===== config.mk =====
export PLATFORM = sky130hd
export DESIGN_NAME = ram_port_arbiter_flat
export DESIGN_NICKNAME = d
export VERILOG_FILES = /design/src/rtl/ram_port_arbiter_if.sv /design/src/rtl/ram_port_arbiter.sv /design/src/flat_wrapper.sv
export SDC_FILE = /design/constraint.sdc
export NUM_CORES = 1
export LEC_CHECK = 0
export ABC_AREA = 1
export BUFFER_PORTS_ARGS = -buffer_cell sky130_fd_sc_hd__buf_2
export CAP_MARGIN = 20
export CORE_MARGIN = 2
export CORE_UTILIZATION = 33
export CTS_CLUSTER_SIZE = 30
export DETAILED_ROUTE_END_ITERATION = 7
export HOLD_SLACK_MARGIN = 0.05
export PLACE_DENSITY = 0.91
export SYNTH_ARGS = -nofsm -noshare
export SYNTH_HDL_FRONTEND = slang
export SYNTH_SLANG_ARGS = --single-unit

===== constraint.sdc =====
create_clock -name clock -period 2.32 [get_ports clock]
set_input_delay 0.116 -clock clock [delete_from_list [all_inputs] [get_ports clock]]
set_output_delay 0.116 -clock clock [all_outputs]
set_load 0.1 [all_outputs]

===== src/rtl/ram_port_arbiter_if.sv =====
// ram_port_arbiter_if: requester, response and RAM-side signals of the
// two-port RAM arbiter, grouped so the arbiter, its requesters and the RAM
// model all share one bundle.
//
// Handshake: a request transfers in the cycle where reqN_valid and
// reqN_ready are both high at the rising edge. reqN_ready is combinational
// and may depend on reqN_valid. addr/din/we are sampled only in that cycle.
// rspN_valid is a one-cycle pulse with no backpressure; the requester must
// take rspN_dout in that cycle.
interface ram_port_arbiter_if #(
  parameter int AWIDTH = 3,
  parameter int DWIDTH = 14
);
  logic              req0_valid;
  logic              req0_we;
  logic [AWIDTH-1:0] req0_addr;
  logic [DWIDTH-1:0] req0_din;
  logic              req0_ready;
  logic              req1_valid;
  logic              req1_we;
  logic [AWIDTH-1:0] req1_addr;
  logic [DWIDTH-1:0] req1_din;
  logic              req1_ready;
  logic              rsp0_valid;
  logic [DWIDTH-1:0] rsp0_dout;
  logic              rsp1_valid;
  logic [DWIDTH-1:0] rsp1_dout;
  logic [AWIDTH-1:0] ram_addr;
  logic [DWIDTH-1:0] ram_din;
  logic              ram_we;
  logic [DWIDTH-1:0] ram_dout;
  logic              init_done;

  // Requester side.
  modport master (
    output req0_valid, req0_we, req0_addr, req0_din,
    output req1_valid, req1_we, req1_addr, req1_din,
    input  req0_ready, req1_ready,
    input  rsp0_valid, rsp0_dout, rsp1_valid, rsp1_dout,
    input  init_done
  );

  // Arbiter side.
  modport slave (
    input  req0_valid, req0_we, req0_addr, req0_din,
    input  req1_valid, req1_we, req1_addr, req1_din,
    output req0_ready, req1_ready,
    output rsp0_valid, rsp0_dout, rsp1_valid, rsp1_dout,
    output ram_addr, ram_din, ram_we,
    input  ram_dout,
    output init_done
  );

  // RAM side.
  modport mem (
    input  ram_addr, ram_din, ram_we,
    output ram_dout
  );
endinterface


===== src/rtl/ram_port_arbiter.sv =====
// ram_port_arbiter: round-robin arbiter and sequencer placing two requesters
// onto one single-port, one-cycle-latency synchronous-read RAM. At most one
// grant per cycle; read data returns to the owner one cycle after its grant.
// Optional feature: define ARB_RAM_INIT_EN to sweep the RAM to zero after
// every reset before any request is accepted.
module ram_port_arbiter #(
  parameter int AWIDTH = 3,
  parameter int DWIDTH = 14
) (
  input  logic              clock,
  input  logic              reset,
  ram_port_arbiter_if.slave bus,
  output logic              state_dbg
);
  typedef enum logic {INIT = 1'b0, ARB = 1'b1} state_t;

  state_t state;
  logic   rr_last;   // index of the most recently granted requester
  logic   grant0;
  logic   grant1;
  logic   rsp0_q;
  logic   rsp1_q;

`ifdef ARB_RAM_INIT_EN
  localparam int DEPTH = 1 << AWIDTH;

  state_t            state_nxt;
  logic [AWIDTH-1:0] init_cnt;

  // State register: every reset restarts the zero sweep.
  always_ff @(posedge clock or posedge reset) begin
    if (reset) state <= INIT;
    else       state <= state_nxt;
  end

  // Next state: leave INIT after the cycle that writes the last address.
  always_comb begin
    state_nxt = state;
    if (state == INIT && init_cnt == AWIDTH'(DEPTH - 1)) state_nxt = ARB;
  end

  // Sweep address counter, advancing once per INIT cycle.
  always_ff @(posedge clock or posedge reset) begin
    if (reset)               init_cnt <= '0;
    else if (state == INIT)  init_cnt <= init_cnt + AWIDTH'(1);
  end
`else
  assign state = ARB;
`endif

  // Grant selection: a lone request wins; a tie goes to the port not
  // granted most recently. No grants during reset or the sweep.
  always_comb begin
    grant0 = 1'b0;
    grant1 = 1'b0;
    if (!reset && state == ARB) begin
      if (bus.req0_valid && (!bus.req1_valid || rr_last)) grant0 = 1'b1;
      else if (bus.req1_valid)                            grant1 = 1'b1;
    end
  end

  // RAM drive: sweep writes in INIT, the granted request in ARB, idle zeros
  // otherwise. Held quiet while reset is asserted.
  always_comb begin
    bus.ram_we   = 1'b0;
    bus.ram_addr = '0;
    bus.ram_din  = '0;
    if (!reset) begin
`ifdef ARB_RAM_INIT_EN
      if (state == INIT) begin
        bus.ram_we   = 1'b1;
        bus.ram_addr = init_cnt;
      end
`endif
      if (grant0) begin
        bus.ram_we   = bus.req0_we;
        bus.ram_addr = bus.req0_addr;
        bus.ram_din  = bus.req0_din;
      end else if (grant1) begin
        bus.ram_we   = bus.req1_we;
        bus.ram_addr = bus.req1_addr;
        bus.ram_din  = bus.req1_din;
      end
    end
  end

  // Round-robin history and one-cycle read response flags; reset drops any
  // response still in flight.
  always_ff @(posedge clock or posedge reset) begin
    if (reset) begin
      rr_last <= 1'b1;
      rsp0_q  <= 1'b0;
      rsp1_q  <= 1'b0;
    end else begin
      if (grant0)      rr_last <= 1'b0;
      else if (grant1) rr_last <= 1'b1;
      rsp0_q <= grant0 && !bus.req0_we;
      rsp1_q <= grant1 && !bus.req1_we;
    end
  end

  assign bus.req0_ready = grant0;
  assign bus.req1_ready = grant1;
  assign bus.rsp0_valid = rsp0_q;
  assign bus.rsp1_valid = rsp1_q;
  // The RAM read port is shared; rsp_valid tells each requester when it owns it.
  assign bus.rsp0_dout  = bus.ram_dout;
  assign bus.rsp1_dout  = bus.ram_dout;
  assign bus.init_done  = (state == ARB);
  assign state_dbg      = logic'(state);
endmodule


===== src/flat_wrapper.sv =====
// flat-port wrapper written by rule: the top's interface ports become plain ports
module ram_port_arbiter_flat 
#(
  parameter int AWIDTH = 3,
  parameter int DWIDTH = 14
)
  (clock, reset, state_dbg, bus_req0_valid, bus_req0_we, bus_req0_addr, bus_req0_din, bus_req1_valid, bus_req1_we, bus_req1_addr, bus_req1_din, bus_req0_ready, bus_req1_ready, bus_rsp0_valid, bus_rsp0_dout, bus_rsp1_valid, bus_rsp1_dout, bus_ram_addr, bus_ram_din, bus_ram_we, bus_ram_dout, bus_init_done);
  ram_port_arbiter_if #(.AWIDTH(AWIDTH), .DWIDTH(DWIDTH)) bus_i ();
  input  logic clock;
  input  logic reset;
  output logic state_dbg;
  input wire logic [$bits(bus_i.req0_valid)-1:0] bus_req0_valid;
  input wire logic [$bits(bus_i.req0_we)-1:0] bus_req0_we;
  input wire logic [$bits(bus_i.req0_addr)-1:0] bus_req0_addr;
  input wire logic [$bits(bus_i.req0_din)-1:0] bus_req0_din;
  input wire logic [$bits(bus_i.req1_valid)-1:0] bus_req1_valid;
  input wire logic [$bits(bus_i.req1_we)-1:0] bus_req1_we;
  input wire logic [$bits(bus_i.req1_addr)-1:0] bus_req1_addr;
  input wire logic [$bits(bus_i.req1_din)-1:0] bus_req1_din;
  output wire logic [$bits(bus_i.req0_ready)-1:0] bus_req0_ready;
  output wire logic [$bits(bus_i.req1_ready)-1:0] bus_req1_ready;
  output wire logic [$bits(bus_i.rsp0_valid)-1:0] bus_rsp0_valid;
  output wire logic [$bits(bus_i.rsp0_dout)-1:0] bus_rsp0_dout;
  output wire logic [$bits(bus_i.rsp1_valid)-1:0] bus_rsp1_valid;
  output wire logic [$bits(bus_i.rsp1_dout)-1:0] bus_rsp1_dout;
  output wire logic [$bits(bus_i.ram_addr)-1:0] bus_ram_addr;
  output wire logic [$bits(bus_i.ram_din)-1:0] bus_ram_din;
  output wire logic [$bits(bus_i.ram_we)-1:0] bus_ram_we;
  input wire logic [$bits(bus_i.ram_dout)-1:0] bus_ram_dout;
  output wire logic [$bits(bus_i.init_done)-1:0] bus_init_done;
  assign bus_i.req0_valid = bus_req0_valid;
  assign bus_i.req0_we = bus_req0_we;
  assign bus_i.req0_addr = bus_req0_addr;
  assign bus_i.req0_din = bus_req0_din;
  assign bus_i.req1_valid = bus_req1_valid;
  assign bus_i.req1_we = bus_req1_we;
  assign bus_i.req1_addr = bus_req1_addr;
  assign bus_i.req1_din = bus_req1_din;
  assign bus_req0_ready = bus_i.req0_ready;
  assign bus_req1_ready = bus_i.req1_ready;
  assign bus_rsp0_valid = bus_i.rsp0_valid;
  assign bus_rsp0_dout = bus_i.rsp0_dout;
  assign bus_rsp1_valid = bus_i.rsp1_valid;
  assign bus_rsp1_dout = bus_i.rsp1_dout;
  assign bus_ram_addr = bus_i.ram_addr;
  assign bus_ram_din = bus_i.ram_din;
  assign bus_ram_we = bus_i.ram_we;
  assign bus_i.ram_dout = bus_ram_dout;
  assign bus_init_done = bus_i.init_done;
  ram_port_arbiter #(.AWIDTH(AWIDTH), .DWIDTH(DWIDTH)) u_core (.clock(clock), .reset(reset), .bus(bus_i), .state_dbg(state_dbg));
endmodule

# Word-level counts from Yosys, hierarchy flattened
# Cells that the tools add are included.
[op_classes]
addsub = 0
mul = 0
n_div = 0
order_cmp = 0
n_eq_ne = 0
shift = 0
n_mux = 16
bitwise = 0
n_reduce_logical = 8
[op_table]
columns = ["operator", "count"]
rows = [
  ["$mux 14", 3],
  ["$mux 1", 10],
  ["$mux 3", 3],
  ["$logic_and 1x1->1", 3],
  ["$logic_not 1->1", 3],
  ["$reduce_bool 2->1", 1],
  ["$logic_or 1x1->1", 1],
]
[word_totals]
register_bits = 3
latch_bits = 0
mem_bits_rw = 0
mem_bits_ro = 0
input_bits = 54
out_inout_bits = 52
elab_cells = 27
n_memories = 0

# Depth between registers and ports, before layout
# Gate-level depths: netlist of the first run.
[depth]
ltp_word = 8
mapped_depth = 6
depth_no_buf = 5

# Least setup slack after synthesis of the first run
# No wires, ideal clock.
[synth_timing]
kind = "register -> output"
startpoint = "register u_core.rr_last"
endpoint = "output port bus_ram_din[10]"
arrival_ps = 1579
required_ps = 2204
path_slack_ps = 625
path_stages_with_launch = 7
n_path_buf = 2
cell_sequence = "dfstp_2 -> inv_1 -> nand2_2 -> buf_6 -> buf_6 -> nand4_1 -> nand2_1"
[synth_between]
elab_chain_len = 7
word_cells_on_any_way = 9
cone_classes = "mux (7); reduce/logical (2)"
[synth_rtl]
columns = ["element", "line_no", "source"]
rows = [
  ["from (decl)", "ram_port_arbiter.sv:18", "logic rr_last;"],
  ["from (signal assigned)", "ram_port_arbiter.sv:91", "rr_last <= 1'b1;"],
  ["from (signal assigned)", "ram_port_arbiter.sv:95", "if (grant0) rr_last <= 1'b0;"],
  ["from (signal assigned)", "ram_port_arbiter.sv:96", "else if (grant1) rr_last <= 1'b1;"],
  ["$logic_or 1x1->1 (*)", "ram_port_arbiter.sv:57", "if (bus.req0_valid && (!bus.req1_valid || rr_last)) grant0 = 1'b1;"],
  ["$logic_and 1x1->1 (*)", "ram_port_arbiter.sv:57", ""],
  ["$mux 1", "ram_port_arbiter.sv:57", ""],
  ["$mux 1", "ram_port_arbiter.sv:56", "if (!reset && state == ARB) begin"],
  ["$mux 14", "ram_port_arbiter.sv:79", "end else if (grant1) begin"],
  ["$mux 14 (*)", "ram_port_arbiter.sv:75", "if (grant0) begin"],
  ["$mux 14 (*)", "ram_port_arbiter.sv:68", "if (!reset) begin"],
  ["to (decl)", "flat_wrapper.sv:27", "output wire logic [$bits(bus_i.ram_din)-1:0] bus_ram_din;"],
]
# Mark *: on every way between the ends. The rest lies on a longest branch, timed or not.

# Worst setup path after layout of the first run
[layout_timing]
startpoint = "register u_core.rr_last"
endpoint = "output port bus_ram_addr[2]"
[layout_between]
elab_chain_len = 7
word_cells_on_any_way = 9
cone_classes = "mux (7); reduce/logical (2)"
[layout_rtl]
columns = ["element", "line_no", "source"]
rows = [
  ["$logic_or 1x1->1 (*)", "ram_port_arbiter.sv:57", ""],
  ["$logic_and 1x1->1 (*)", "ram_port_arbiter.sv:57", ""],
  ["$mux 1", "ram_port_arbiter.sv:57", ""],
  ["$mux 1", "ram_port_arbiter.sv:56", ""],
  ["$mux 3", "ram_port_arbiter.sv:79", ""],
  ["$mux 3 (*)", "ram_port_arbiter.sv:75", ""],
  ["$mux 3 (*)", "ram_port_arbiter.sv:68", ""],
  ["to (decl)", "flat_wrapper.sv:26", "output wire logic [$bits(bus_i.ram_addr)-1:0] bus_ram_addr;"],
]
# Marks and branches as above.

==> results of run 1 <==
## per-stage QoR
step           power, mW  instance area [um^2]  std cells
4_1_cts            0.503                   846        170
3_5_place_dp       0.395                   790        163
2_1_floorplan      0.572                   753        112
6_report           0.492                   846        170
3_3_place_gp       0.393                   790        163
5_1_grt            0.526                   846        170
## flip-flops by register name (all words and copies together), names as in the netlist
signal / count
u_core.bus.rsp0_valid: 1
u_core.bus.rsp1_valid: 1
u_core.rr_last: 1
## cells in the mapped netlist
cell type	count	share of area, %
sky130_fd_sc_hd__nand2_1	19	9.5
sky130_fd_sc_hd__nand3_1	18	12
sky130_fd_sc_hd__conb_1	1	0.50
sky130_fd_sc_hd__inv_1	3	1.5
sky130_fd_sc_hd__dfrtp_1	2	6.7
sky130_fd_sc_hd__buf_6	5	7.5
sky130_fd_sc_hd__nor2_1	2	1.0
sky130_fd_sc_hd__o21ai_0	1	0.67
sky130_fd_sc_hd__inv_2	3	1.5
sky130_fd_sc_hd__nand2_2	3	2.5
sky130_fd_sc_hd__nand3_4	1	2.3
sky130_fd_sc_hd__buf_4	33	33
sky130_fd_sc_hd__nor2_8	1	2.7
sky130_fd_sc_hd__dfstp_2	1	3.5
sky130_fd_sc_hd__nand4_1	18	15
## routing by layer
layer / part of all wire [%] / up-vias
li1: - / 406
met1: 35 / 352
met2: 48 / 56
met3: 13 / 13
met4: 3.8 / 0
met5: 0 / -
## worst reg2reg max path: cells and delay by family, from the launching register on
| family | cells | cell delay (ns) |
|---|---|---|
| buffers and inverters | 1 | 0.05 |
| flip-flops | 1 | 0.51 |
| AND/OR/NAND/NOR | 4 | 0.82 |
## where the power goes
group          internal, mW  switching [mW]
clock network        0.0647          0.0305
registers            0.0583        0.000967
logic                0.0628           0.275
## cells by family after synthesis
logic type / count (synthesis)
AOI/OAI and AO/OA: 1
other: 1
buffers and inverters: 44
and+or+nand+nor: 62
DFF: 3
## layout make-up
cell class / count / area, um^2 / share of cell area [%]
multi-input combinational: 65 / 350 / 41.4
timing repair buffer: 64 / 335 / 39.6
sequential: 3 / 76.3 / 9.02
tap: 28 / 35.0 / 4.14
clock buffer: 4 / 26.3 / 3.11
inverter: 6 / 22.5 / 2.66
## repair_timing
| action | 4_1_cts | 5_1_grt |
|---|---|---|
| hold buffers | 3 | 0 |
| endpoints found under the hold margin | 4 | 0 |
| setup endpoints to repair | 0 | 0 |
| resized for setup | 0 | 0 |
## final timing paths
check | from | endpoint | cells after the start
worst max-delay path | u_core.rr_last$_DFFE_PP1P_ | bus_ram_addr[2] | 6
min in group asynchronous | reset | u_core.bus.rsp0_valid$_DFF_PP0_ | 3
max in group asynchronous | reset | u_core.rr_last$_DFFE_PP1P_ | 3
worst min-delay path | bus_ram_dout[13] | bus_rsp0_dout[13] | 0
worst min register to register | u_core.rr_last$_DFFE_PP1P_ | u_core.rr_last$_DFFE_PP1P_ | 4
worst max register to register | u_core.rr_last$_DFFE_PP1P_ | u_core.bus.rsp1_valid$_DFF_PP0_ | 5
==> metrics.log, run 1 <==
INFO  metric met2_usage = between 20% and 30%
INFO  metric final_nets = between 150 and 200
INFO  metric route.detailed.drc = 0
INFO  metric share_of_post_route_cells_with_drive_strength_above_1 = 51.4%
INFO  metric area_of_the_core = about 2200 um^2
INFO  metric ctsRootBufferMaster = sky130_fd_sc_hd__clkbuf_4
INFO  metric combinational_family_with_the_most_area_after_synthesis = simple AND/OR/NAND/NOR gates
INFO  metric grt_use_met3 = 6.03%
INFO  metric cp.arrival = around 1.9 ns
INFO  metric drt_iter0_markers = 23
INFO  metric std_cell_rows = 17
INFO  metric timing_hold_violations_final = 0
INFO  metric viasPerCell = approximately 5
INFO  metric status = completed
INFO  metric power.density = 581 nW/um^2
INFO  metric setup.worst_path.start_class = flop
INFO  metric globalRouteMet1Util = 15.7%
INFO  metric min_period = around 2 ns
INFO  metric layout_setup_ws = a little over 0.3 ns
INFO  metric place_congestion = between 0.6 and 0.7
INFO  metric grt_util_all_layers = 15.5%
INFO  metric cts_buffers = 3
INFO  metric wire_per_inst = roughly 12 um
INFO  metric yosys_warnings = 0
INFO  metric finalWirelength = just over 2000 um
INFO  metric fillers = 254
INFO  metric number_of_nets_still_failing_antenna_checks_after_routing = 0
INFO  metric power.static_leakage = ~0.55 nW
INFO  metric post_synth_inst_count = between 100 and 150
INFO  metric grt_pass1_wl = about 3100 um
INFO  metric final_core_util = between 30% and 40%
INFO  metric initial_antenna_violation_count = 0
INFO  metric syn-mean-instance-area = slightly below 7 um^2
INFO  metric drv_cap = 0
INFO  metric cts_tree = done
INFO  metric grt_setup_unrepaired = false
INFO  metric clock_latency_on_the_worst_skew_pair = between 0.2 and 0.25 ns
INFO  metric synth_cell_types = 15
INFO  metric worst_ir_drop_vdd = approximately 0.26 mV
INFO  metric grt-ovfl-total = 0
INFO  metric dieArea = roughly 2700 um^2
INFO  metric hpwlAfterDp = roughly 1600 um
INFO  metric synth_seq_area_share = 10.2%
INFO  metric number_of_global_route_vias_before_repair = 727
INFO  metric grt_max_degree = 23
INFO  metric detailedRoute.firstPassIterationCount = 4
INFO  metric placement.setup.worst_slack = about 0.55 ns
INFO  metric fin_skew = 0.00461 ns
INFO  metric postSynthRegisterBits = 3
INFO  metric setup-violations-final = 0
INFO  metric path_buf_inv = 2
INFO  metric die_w = between 50 and 60 um
INFO  metric cp_slowest_cell = sky130_fd_sc_hd__dfstp_2
INFO  metric cts_setup_buffers = 0
INFO  metric cts.htree.levels = 1
INFO  metric critical-path-max-stage-delay = around 0.51 ns
INFO  metric die_height = approximately 52 um
INFO  metric globalRoute.busiestLayer = met2
INFO  metric synth.mux.area_fraction = 0%
INFO  metric cts_sinks = 3
INFO  metric clk_transition_reported_paths = approximately 0.040 ns
INFO  metric final.setup.tns = 0 ns
INFO  metric worst_hold_path_type = input pin to primary output
INFO  metric start_util = 34.5%
INFO  metric maxClockFrequency = between 400 and 500 MHz
INFO  metric max-clock-path-buffers = 2
INFO  metric synth-simple-area-share = between 40% and 50%
INFO  metric critPathMaxFanout = 20
INFO  metric setup.worst_path.end_class = primary output
INFO  metric maxSlewViolCount = 0
INFO  metric n_antenna_cell = 0
INFO  metric area_growth = 12.9%
INFO  metric detailroute.via_count = between 800 and 900
INFO  metric most_common_cell_after_layout_fill_and_taps_aside = sky130_fd_sc_hd__buf_2
INFO  metric synth_compound_area_share = less than 1%
INFO  metric synth_xor_xnor_area_share = 0%
INFO  metric timing.hold.ws = around 0.23 ns
INFO  metric io_buffer_count = 61
INFO  metric timing.reg2reg.setup_slack = between 0.8 and 0.9 ns
INFO  metric most-common-layout-cells = 61 x sky130_fd_sc_hd__buf_2, 19 x sky130_fd_sc_hd__nand2_1, 18 x sky130_fd_sc_hd__nand3_1, 18 x sky130_fd_sc_hd__nand4_1
INFO  metric number_of_top_level_pins = approximately 110
INFO  metric mappedNetlistArea = around 750 um^2
INFO  metric synth_adder_area_share = 0%
INFO  metric critical-path-top-delay-family = simple AND/OR/NAND/NOR gates
INFO  metric period_utilization = between 80% and 90%
INFO  metric timing.critical_path.required = roughly 2.2 ns
INFO  metric worstPathCellList = inv_1 > nand2_2 > nand2_2 > nand3_1 > nand2_1 > buf_2
INFO  metric crit_top_cell = sky130_fd_sc_hd__nand2_2
INFO  metric critPathKind = flop to primary output
Note: power is estimated with default switching activity, not from simulation.
==> run 2, diff against run 1 <==
--- a/config.mk
+++ b/config.mk
@@ -9,11 +9,11 @@
 export BUFFER_PORTS_ARGS = -buffer_cell sky130_fd_sc_hd__buf_2
 export CAP_MARGIN = 20
 export CORE_MARGIN = 2
-export CORE_UTILIZATION = 33
+export CORE_UTILIZATION = 27
 export CTS_CLUSTER_SIZE = 30
 export DETAILED_ROUTE_END_ITERATION = 7
 export HOLD_SLACK_MARGIN = 0.05
-export PLACE_DENSITY = 0.91
+export PLACE_DENSITY = 0.8
 export SYNTH_ARGS = -nofsm -noshare
 export SYNTH_HDL_FRONTEND = slang
 export SYNTH_SLANG_ARGS = --single-unit
==> constraint.sdc (replaced) <==
create_clock -name clock -period 1.6 [get_ports clock]
set_input_delay 0.08 -clock clock [delete_from_list [all_inputs] [get_ports clock]]
set_output_delay 0.08 -clock clock [all_outputs]
set_load 0.1 [all_outputs]
==> run 2 against run 1 <==
Against the previous run:
- critical path depth stayed put
- utilization up 6.9 points
- combinational power increased by 96%
- critical path type unchanged
==> metrics.log, run 2 (synthesized netlist as in run 1, its figures left out) <==
INFO  metric grt_pass1_wl = 3270 um (+7.0%)
INFO  metric grt_util_all_layers = 12.6% (-3.0 points)
INFO  metric cts_tree = done
INFO  metric ctsRootBufferMaster = sky130_fd_sc_hd__clkbuf_4
INFO  metric cp_slowest_cell = sky130_fd_sc_hd__dfstp_2
INFO  metric worst_hold_path_type = input pin to primary output
INFO  metric number_of_global_route_vias_before_repair = 773 (+6.3%)
INFO  metric critical-path-max-stage-delay = 0.51 ns (about the same)
INFO  metric die_height = 56.7 um (+9.7%)
INFO  metric placement.setup.worst_slack = 0.176 ns (-0.376 ns)
INFO  metric dieArea = 3210 um^2 (+20%)
INFO  metric worst_ir_drop_vdd = 0.503 mV (+93%)
INFO  metric io_buffer_count = 61 (unchanged)
INFO  metric timing_hold_violations_final = 0 (unchanged)
INFO  metric drt_iter0_markers = 24 (+4.3%)
INFO  metric placed_cells_incl_taps = 168 (+3.1%)
INFO  metric n_antenna_cell = 0 (unchanged)
INFO  metric period_utilization = ~97%
INFO  metric start_util = 27.9% (-6.6 points)
INFO  metric clk_transition_reported_paths = 0.04 ns (about the same)
INFO  metric combPwrFrac = 74.6% (+6.0 points)
INFO  metric detailroute.via_count = 818 (-1.1%)
INFO  metric setup.worst_path.end_class = primary output
INFO  metric area_growth = 64.4%
INFO  metric initial_antenna_violation_count = 0 (unchanged)
INFO  metric fillers = 257 (+1.2%)
INFO  metric route.detailed.drc = 0 (unchanged)
INFO  metric fin_skew = 0.00136 ns (-0.00325 ns)
INFO  metric most-common-layout-cells = 41 x sky130_fd_sc_hd__buf_2, 20 x sky130_fd_sc_hd__buf_12, 18 x sky130_fd_sc_hd__nand3_1, 18 x sky130_fd_sc_hd__nand4_1, 14 x sky130_fd_sc_hd__nand2_2
INFO  metric viasPerCell = 4.65 (-4.5%)
INFO  metric share_of_post_route_cells_with_drive_strength_above_1 = 61.4% (+10 points)
INFO  metric number_of_top_level_pins = 106 (unchanged)
INFO  metric finalWirelength = 2160 um (+4.9%)
INFO  metric critical-path-top-delay-family = flip-flops
INFO  metric power.density = 717 nW/um^2 (+23%)
INFO  metric status = completed
INFO  metric number_of_nets_still_failing_antenna_checks_after_routing = 0 (unchanged)
INFO  metric most_common_cell_after_layout_fill_and_taps_aside = sky130_fd_sc_hd__buf_2
INFO  metric path_buf_inv = 3 (+1)
INFO  metric grt_max_degree = 22 (-4.3%)
INFO  metric timing.reg2reg.setup_slack = 0.50 ns (-0.35 ns)
INFO  metric final_core_util = 45.9% (+6.9 points)
INFO  metric detailedRoute.firstPassIterationCount = 4 (unchanged)
INFO  metric drv_cap = 0 (unchanged)
INFO  metric layout_setup_ws = 0.0531 ns (-0.257 ns)
INFO  metric critPathMaxFanout = 9 (-55%)
INFO  metric grt-ovfl-total = 0 (unchanged)
INFO  metric cts.htree.levels = 1 (unchanged)
INFO  metric power.clock.fraction = 15.6% (-3.8 points)
INFO  metric p_int = 0.402 mW (+120%)
INFO  metric grt_setup_unrepaired = true
INFO  metric area_of_the_core = 2690 um^2 (+24%)
INFO  metric cts_sinks = 3 (unchanged)
INFO  metric std_cell_rows = 19 (+2)
INFO  metric instances_no_fill = 176 (+3.5%)
INFO  metric critPathKind = flop to primary output
INFO  metric maxClockFrequency = 646 MHz
INFO  metric hpwlAfterDp = 1560 um (-3.5%)
INFO  metric netSwitchingFraction = 54.5% (-7.8 points)
INFO  metric timing.critical_path.required = 1.52 ns (-0.68 ns)
INFO  metric clock_latency_on_the_worst_skew_pair = 0.24 ns (about the same)
INFO  metric die_w = 56.7 um (+9.7%)
INFO  metric maxSlewViolCount = 0 (unchanged)
INFO  metric final_nets = 200 (+1.5%)
INFO  metric place_congestion = 0.588 (-4.7%)
INFO  metric placement.cell_area = 1120 um^2 (+42%)
INFO  metric setup-violations-final = 0 (unchanged)
INFO  metric worstPathCellList = inv_1 > nand2_4 > clkbuf_16 > nand4_1 > nand2_2 > buf_12
INFO  metric switchingPower = 0.481 mW (+57%)
INFO  metric max-clock-path-buffers = 2 (unchanged)
INFO  metric cp.arrival = 1.47 ns (-0.42 ns)
INFO  metric cts_setup_buffers = 0 (unchanged)
INFO  metric cts_buffers = 3 (unchanged)
INFO  metric wire_per_inst = 12.2 um (+1.3%)
INFO  metric min_period = between 1.5 and 2 ns
INFO  metric power.static_leakage = 0.648 nW (+18%)
INFO  metric power.sequential.fraction = 9.8% (-2.2 points)
INFO  metric setup.worst_path.start_class = flop
INFO  metric final_cell_area = 1230 um^2 (+46%)
==> run 2: final timing paths <==
kind	start	end	cells after the start
worst min register to register	u_core.rr_last$_DFFE_PP1P_	u_core.rr_last$_DFFE_PP1P_	4
min in group asynchronous	reset	u_core.rr_last$_DFFE_PP1P_	2
worst min-delay path	bus_ram_dout[10]	bus_rsp0_dout[10]	0
worst max-delay path	u_core.rr_last$_DFFE_PP1P_	bus_ram_din[10]	6
worst max register to register	u_core.rr_last$_DFFE_PP1P_	u_core.bus.rsp0_valid$_DFF_PP0_	5
max in group asynchronous	reset	u_core.bus.rsp1_valid$_DFF_PP0_	3
==> run 2: metal layers <==
layer  part of all wire, %  global-route usage [%]  vias to the layer above
li1                      -                       -                      413
met1                    40                    13.9                      354
met2                    48                    22.3                       49
met3                    12                    4.61                        2
met4                  0.28                    3.74                        0
met5                     0                       0                        -
==> run 2: final cells by class <==
cell class	count	area (um^2)	share of cell area, %
Clock buffer	4	26.3	2.13
Sequential cell	3	76.3	6.19
Multi-Input combinational cell	65	393	31.9
Tap cell	31	38.8	3.15
Timing Repair Buffer	67	676	54.8
Inverter	6	22.5	1.83
==> run 2: stage by stage <==
step,TNS (ns),hold slack [ns],power [mW]
floorplan,0,-0.0546,0.837
global placement,0,0.133,0.710
detailed placement,0,0.138,0.713
CTS,0,0.161,0.862
global route,-0.0160,0.160,0.920
finish,0,0.160,0.883
==> run 2: timing repair <==
action                                 in CTS  in global routing
hold buffers                                3                  0
gates resized for setup                     3                  6
setup endpoints to repair                  15                 19
pin swaps                                   0                  7
endpoints found under the hold margin       4                  0
gates cloned                                0                  1
==> run 2: power by group through the flow <==
stage	clock network (mW)	registers (mW)	logic [mW]
after CTS	0.138	0.0866	0.637
after detailed placement	0	0.0875	0.625
after global placement	0	0.0871	0.623
after floorplan	0	0.101	0.736
after global routing	0.149	0.0871	0.684
final	0.138	0.0864	0.659
==> run 2: worst reg2reg max path, stage by stage (launching register included) <==
cell and delay (ns):
sky130_fd_sc_hd__dfstp_2 0.51, sky130_fd_sc_hd__inv_1 0.06, sky130_fd_sc_hd__nand2_4 0.10, sky130_fd_sc_hd__clkbuf_16 0.17
sky130_fd_sc_hd__nand3_4 0.07, sky130_fd_sc_hd__nor2_1 0.11
